--- config.mk ---
export PLATFORM = sky130hd
export DESIGN_NAME = att_lookup_scheduler
export DESIGN_NICKNAME = d
export VERILOG_FILES = /design/src/rtl/att_lookup_scheduler.sv
export SDC_FILE = /design/constraint.sdc
export NUM_CORES = 1
export LEC_CHECK = 0
export CORE_UTILIZATION = 36
export CTS_CLUSTER_DIAMETER = 50
export DETAILED_ROUTE_END_ITERATION = 8
export GPL_TIMING_DRIVEN = 0
export PLACE_DENSITY = 0.82
export SLEW_MARGIN = 10
export SYNTH_ARGS = -nofsm -noshare
export SYNTH_HDL_FRONTEND = slang
export SYNTH_SLANG_ARGS = --single-unit
--- constraint.sdc ---
create_clock -name clk_i -period 3.8 [get_ports clk_i]
set_input_delay 1.14 -clock clk_i [delete_from_list [all_inputs] [get_ports clk_i]]
set_output_delay 1.14 -clock clk_i [all_outputs]
set_load 0.01 [all_outputs]
--- src/rtl/att_lookup_scheduler.sv ---
// Address translation table controller for one solver core.
// A load phase streams entries into the table at sequential addresses. A run
// phase shares the table's single registered read port among the lookup
// clients with round-robin arbitration and returns tagged results.
module att_lookup_scheduler #(
  parameter int CLAUSE_COUNT               = 20,
  parameter int LITERAL_ADDRESS_WIDTH      = 12,
  parameter int CLAUSE_TABLE_ADDRESS_WIDTH = 11,
  parameter int REQUESTERS                 = 4,
  localparam int ID_W                      = $clog2(REQUESTERS)
) (
  input  logic                                                clk_i,
  input  logic                                                rst_i,
  input  logic                                                load_start_i,
  input  logic [LITERAL_ADDRESS_WIDTH:0]                      load_count_i,
  input  logic                                                ld_valid_i,
  output logic                                                ld_ready_o,
  input  logic [CLAUSE_TABLE_ADDRESS_WIDTH+CLAUSE_COUNT-1:0]  ld_data_i,
  output logic                                                load_done_o,
  input  logic [REQUESTERS-1:0]                               req_valid_i,
  input  logic [REQUESTERS*LITERAL_ADDRESS_WIDTH-1:0]         req_addr_i,
  output logic [REQUESTERS-1:0]                               req_ready_o,
  output logic                                                rsp_valid_o,
  output logic [ID_W-1:0]                                     rsp_id_o,
  output logic [CLAUSE_TABLE_ADDRESS_WIDTH-1:0]               rsp_addr_o,
  output logic [CLAUSE_COUNT-1:0]                             rsp_mask_o,
  output logic                                                tbl_wr_en_o,
  output logic [LITERAL_ADDRESS_WIDTH:0]                      tbl_wr_addr_o,
  output logic [CLAUSE_TABLE_ADDRESS_WIDTH+CLAUSE_COUNT-1:0]  tbl_wr_data_o,
  output logic [LITERAL_ADDRESS_WIDTH-1:0]                    tbl_rd_addr_o,
  input  logic [CLAUSE_TABLE_ADDRESS_WIDTH-1:0]               tbl_addr_i,
  input  logic [CLAUSE_COUNT-1:0]                             tbl_mask_i
);

  localparam int LAW = LITERAL_ADDRESS_WIDTH;

  localparam logic [1:0] ST_IDLE = 2'd0;
  localparam logic [1:0] ST_LOAD = 2'd1;
  localparam logic [1:0] ST_RUN  = 2'd2;

  // Table depth and unit increment, both in counter width.
  localparam logic [LAW:0] DEPTH = {1'b1, {LAW{1'b0}}};
  localparam logic [LAW:0] ONE   = {{LAW{1'b0}}, 1'b1};

  logic [1:0]      state;
  logic [LAW:0]    ld_count;
  logic [LAW:0]    wr_cnt;
  logic [LAW:0]    wr_next;
  logic [LAW:0]    start_count;
  logic            start_ok;
  logic            accept;

  logic [ID_W-1:0] ptr;
  logic            gnt_vld;
  logic [ID_W-1:0] gnt_id;
  logic [LAW-1:0]  gnt_addr;
  logic [ID_W-1:0] cand;
  int              idx;

  logic [LAW-1:0]  rd_addr_p0;
  logic            rsp_vld_p1;
  logic [ID_W-1:0] rsp_id_p1;

  // A start is only meaningful outside LOAD; the requested count is clamped
  // to the table depth so the counter never runs past the last address.
  assign start_ok    = load_start_i && ((state == ST_IDLE) || (state == ST_RUN));
  assign start_count = (load_count_i > DEPTH) ? DEPTH : load_count_i;

  // Write port is driven combinationally so each beat lands at its accept edge.
  assign ld_ready_o    = (state == ST_LOAD);
  assign accept        = ld_ready_o && ld_valid_i && (wr_cnt != ld_count);
  assign wr_next       = wr_cnt + ONE;
  assign tbl_wr_en_o   = accept;
  assign tbl_wr_addr_o = wr_cnt;
  assign tbl_wr_data_o = ld_data_i;
  assign load_done_o   = (state == ST_RUN);

  // Load/run phase sequencing and the sequential write counter.
  always_ff @(posedge clk_i) begin
    if (rst_i) begin
      state    <= ST_IDLE;
      ld_count <= '0;
      wr_cnt   <= '0;
    end else if (start_ok) begin
      state    <= ST_LOAD;
      ld_count <= start_count;
      wr_cnt   <= '0;
    end else begin
      case (state)
        ST_LOAD: begin
          if (wr_cnt == ld_count) begin
            state <= ST_RUN;
          end else if (accept) begin
            wr_cnt <= wr_next;
            if (wr_next == ld_count) begin
              state <= ST_RUN;
            end
          end
        end
        ST_RUN:  state <= ST_RUN;
        ST_IDLE: state <= ST_IDLE;
        default: state <= ST_IDLE;
      endcase
    end
  end

  // Round-robin pick: first valid requester at or after ptr+1. A reload
  // request or reset in the same cycle suppresses the grant.
  always_comb begin
    gnt_vld = 1'b0;
    gnt_id  = '0;
    cand    = '0;
    idx     = 0;
    if ((state == ST_RUN) && !load_start_i && !rst_i) begin
      for (int k = 0; k < REQUESTERS; k++) begin
        idx  = (int'(ptr) + 1 + k) % REQUESTERS;
        cand = ID_W'(idx);
        if (!gnt_vld && req_valid_i[cand]) begin
          gnt_vld = 1'b1;
          gnt_id  = cand;
        end
      end
    end
  end

  // One-hot grant and the granted requester's literal.
  always_comb begin
    req_ready_o = '0;
    gnt_addr    = '0;
    for (int k = 0; k < REQUESTERS; k++) begin
      if (gnt_vld && (gnt_id == ID_W'(k))) begin
        req_ready_o[k] = 1'b1;
        gnt_addr       = req_addr_i[k*LAW +: LAW];
      end
    end
  end

  assign tbl_rd_addr_o = gnt_vld ? gnt_addr : rd_addr_p0;

  // Grant stage -> response stage: the table answers one cycle later, so the
  // ID and valid ride one register alongside it.
  always_ff @(posedge clk_i) begin
    if (rst_i) begin
      ptr        <= ID_W'(REQUESTERS - 1);
      rd_addr_p0 <= '0;
      rsp_vld_p1 <= 1'b0;
      rsp_id_p1  <= '0;
    end else begin
      rsp_vld_p1 <= gnt_vld;
      if (gnt_vld) begin
        ptr        <= gnt_id;
        rd_addr_p0 <= gnt_addr;
        rsp_id_p1  <= gnt_id;
      end
    end
  end

  assign rsp_valid_o = rsp_vld_p1;
  assign rsp_id_o    = rsp_id_p1;
  assign rsp_addr_o  = tbl_addr_i;
  assign rsp_mask_o  = tbl_mask_i;

endmodule

==> impl_metrics.toml <==
[routing]
wirelength_um = 11600
avgViaCountPerCell = 5.33
num_vias = 3687
drc = 14
wl_per_cell_um = 16.8
ant_nets = 0
drt-initial-drc-count = 275
first_pass_iters = 9

[clock_network]
clockBufferDepth = 2
cts_max_level = 2
cts_root_buf = "clkbuf_8"
clock_sinks = 45
clkSlewWorstSetupHoldPaths_ns = 0.09
numCtsBuffers = 5
insertion_delay_ns = 0.31
cts_tree = "built"

[yosys]
synth_common_cells = "buf_4, dfxtp_1, nor2_1"
synth_fp_nets = 528
syn_avg_cell_area_um2 = 8.51
synth_area_um2 = 3340
yosysTopAreaCellShare = 0.270
ys_seq_area_frac = 0.270
yosysMostFrequentCell = "buf_4"
synth_cells = 392
synth.distinct_cells = 54
synth_top_area_cell = "dfxtp_1"
synth_top_cells_by_area = "dfxtp_1, buf_4, xor2_1"
synth-seq-cells = 45
synthArstFlopShare = 0
synth_edf_count = 0
synthFlopType = "dfxtp_1"
synth_warnings = 0

[worst_setup_path]
max_stage_delay_ns = 0.23
cp_max_fo = 7
critPathKind = "in -> out"
reg2reg_depth = 7
cp-start-kind = "input port"
arrival_ns = 2.63
path_delay_family = "compound AO/OA/AOI/OAI gates"
crit_chain = "buf_8 > a21o_1 > a31oi_4 > buf_4 > buf_6 > a221oi_1 > o211ai_1 > o221a_2 > clkdlybuf4s15_2"
path_buf_inv = 4
worstPathRequired_ns = 2.66
worst_path_max_delay_cell = "clkdlybuf4s15_2"
crit_cells = 9
crit_path_end_kind = "primary output"

[pwr]
power_density_nw_per_um2 = 243
cellLeakagePower_nw = 2.28
ir_drop_mv = 0.128

[sta]
slew_violations = 0
timing.final.crit_share = 0.992
final.min_clock_period_ns = 3.77
finalSetupViolCount = 0
fin_setup_tns_ns = 0
timing.fmax_ghz = 0.265
fin_ws_ns = 0.0294
worstMarginPinSlew_ns = 0.539
max_slew_margin = 0.637
hold_viol_final = 0
skew_ns = 0.0105
rsz0062_at_grt = "true"

[global_route]
antenna_found_initial = 1
grt_max_degree = 18
grt_pass1_vias = 3496
grt.total_usage = 0.229
grt_busiest_layer = "met2"
grt_pass1_wl_um = 17400
grtUsageMet2 = 0.414
gr-total-overflow = 0
use_met3 = 0.0415
use_met1 = 0.268

[final_layout]
layout-area-overhead-vs-synth_pct = 65.0
drive_gt1_frac = 0.268
fin_nets = 718
fill_cells = 723

[die]
coreArea_um2 = 8850
dieArea_um2 = 9660
initial_core_util = 0.377
ios = 228
die_x_um = 98.3
die_h_um = 98.3
rows = 34

[worst_hold_path]
whs_path_depth = 1
holdCritPathClass = "reg -> reg"

[run_status]
violations = "design-rule violations"
status = "complete, but fails checks"

[place]
io_buffers = 165
post-dp-hpwl_um = 8900
dp_slack_ns = -1.10
routabilityCongestion = 0.938

[job]
maxCapViolCount = 0
[cells by family (layout without fill, tap and decap cells)]
kind of cell               after synthesis  in the layout  share of synthesized area
buffers and inverters                   91            282                      0.178
other                                    0              1                          0
DFF                                     45             45                      0.270
AOI/OAI and AO/OA                       82             82                      0.217
adders and majority gates                5              5                     0.0187
xor gates and xnor gates                29             29                     0.0806
and+or+nand+nor                        137            137                      0.227
muxes                                    3              3                    0.00937
[per-stage QoR]
| stage | util | power (W) | hold slack (ns) | cells | instance area, µm² |
|---|---|---|---|---|---|
| final | 0.622 | 0.00134 | 0.512 | 692 | 5510 |
| after global routing | 0.622 | 0.00139 | 0.527 | 692 | 5510 |
| after CTS | 0.617 | 0.00133 | 0.516 | 692 | 5460 |
| after detailed placement | 0.579 | 0.000971 | 0.493 | 665 | 5120 |
| after global placement | 0.579 | 0.000964 | 0.487 | 665 | 5120 |
| after floorplan | - | 0.000755 | 0.464 | 392 | 3340 |
[what timing repair did]
action	CTS	global route
setup buffers	17	0
setup endpoints to repair	16	13
resized for setup	113	23
hold buffers	0	0
hold endpoints to repair	0	0
cloned	2	0
pin swaps	20	4
[flip-flops by register name, indices dropped and copies added, names as in the netlist]
name,cells
ld_count,13
tbl_wr_addr_o,13
rd_addr_p0,12
ptr,2
rsp_id_o,2
state,2
rsp_valid_o,1
[where the power goes]
part,switching [W],total [W],internal (W)
combinational,0.000213,0.000499,0.000286
clock,0.000192,0.000331,0.000139
sequential,0.0000169,0.000506,0.000489
total,0.000421,0.00134,0.000914
[path summary, 6_finish.rpt]
kind,endpoint,start,slack (ns)
worst max-delay path,tbl_rd_addr_o[1],req_valid_i[1],0.03
worst min-delay path,ld_count[10]$_SDFFE_PP0P_,ld_count[10]$_SDFFE_PP0P_,0.51
worst max register to register,ld_count[9]$_SDFFE_PP0P_,state[0]$_SDFFE_PP0P_,1.46
worst min register to register,ld_count[10]$_SDFFE_PP0P_,ld_count[10]$_SDFFE_PP0P_,0.51
[area by class of cell]
cell class              count  area, µm²  area share
flip-flops and latches     45        901       0.164
clock inverters             3       28.8     0.00523
diodes                      1       2.50    0.000454
multi-input cells         256       1960       0.356
plain buffers              82        606       0.110
inverters                   8       30.0     0.00545
repair buffers            184       1780       0.323
clock buffers               5       68.8      0.0125
well taps                 108        135      0.0245
[layer usage]
metal  up-vias  routed length, µm  share of wire
li1       1752                  -              -
met1      1730               4540           0.39
met2       185               5950           0.51
met3        20                861          0.074
met4         0                264          0.023
met5         -                  0              0
[cell usage in the layout (no fill, tap or decap), types with 9 or more instances in the layout]
cell / n
and3_1: 9
nor2b_1: 15
buf_6: 12
xor2_1: 21
buf_4: 75
clkdlybuf4s50_1: 143
nor2_1: 31
nand3_1: 23
o211ai_1: 13
dfxtp_1: 45
a221oi_1: 9
a22o_1: 12
o221a_2: 11
buf_2: 11
Power figures use the tool's default switching activity.
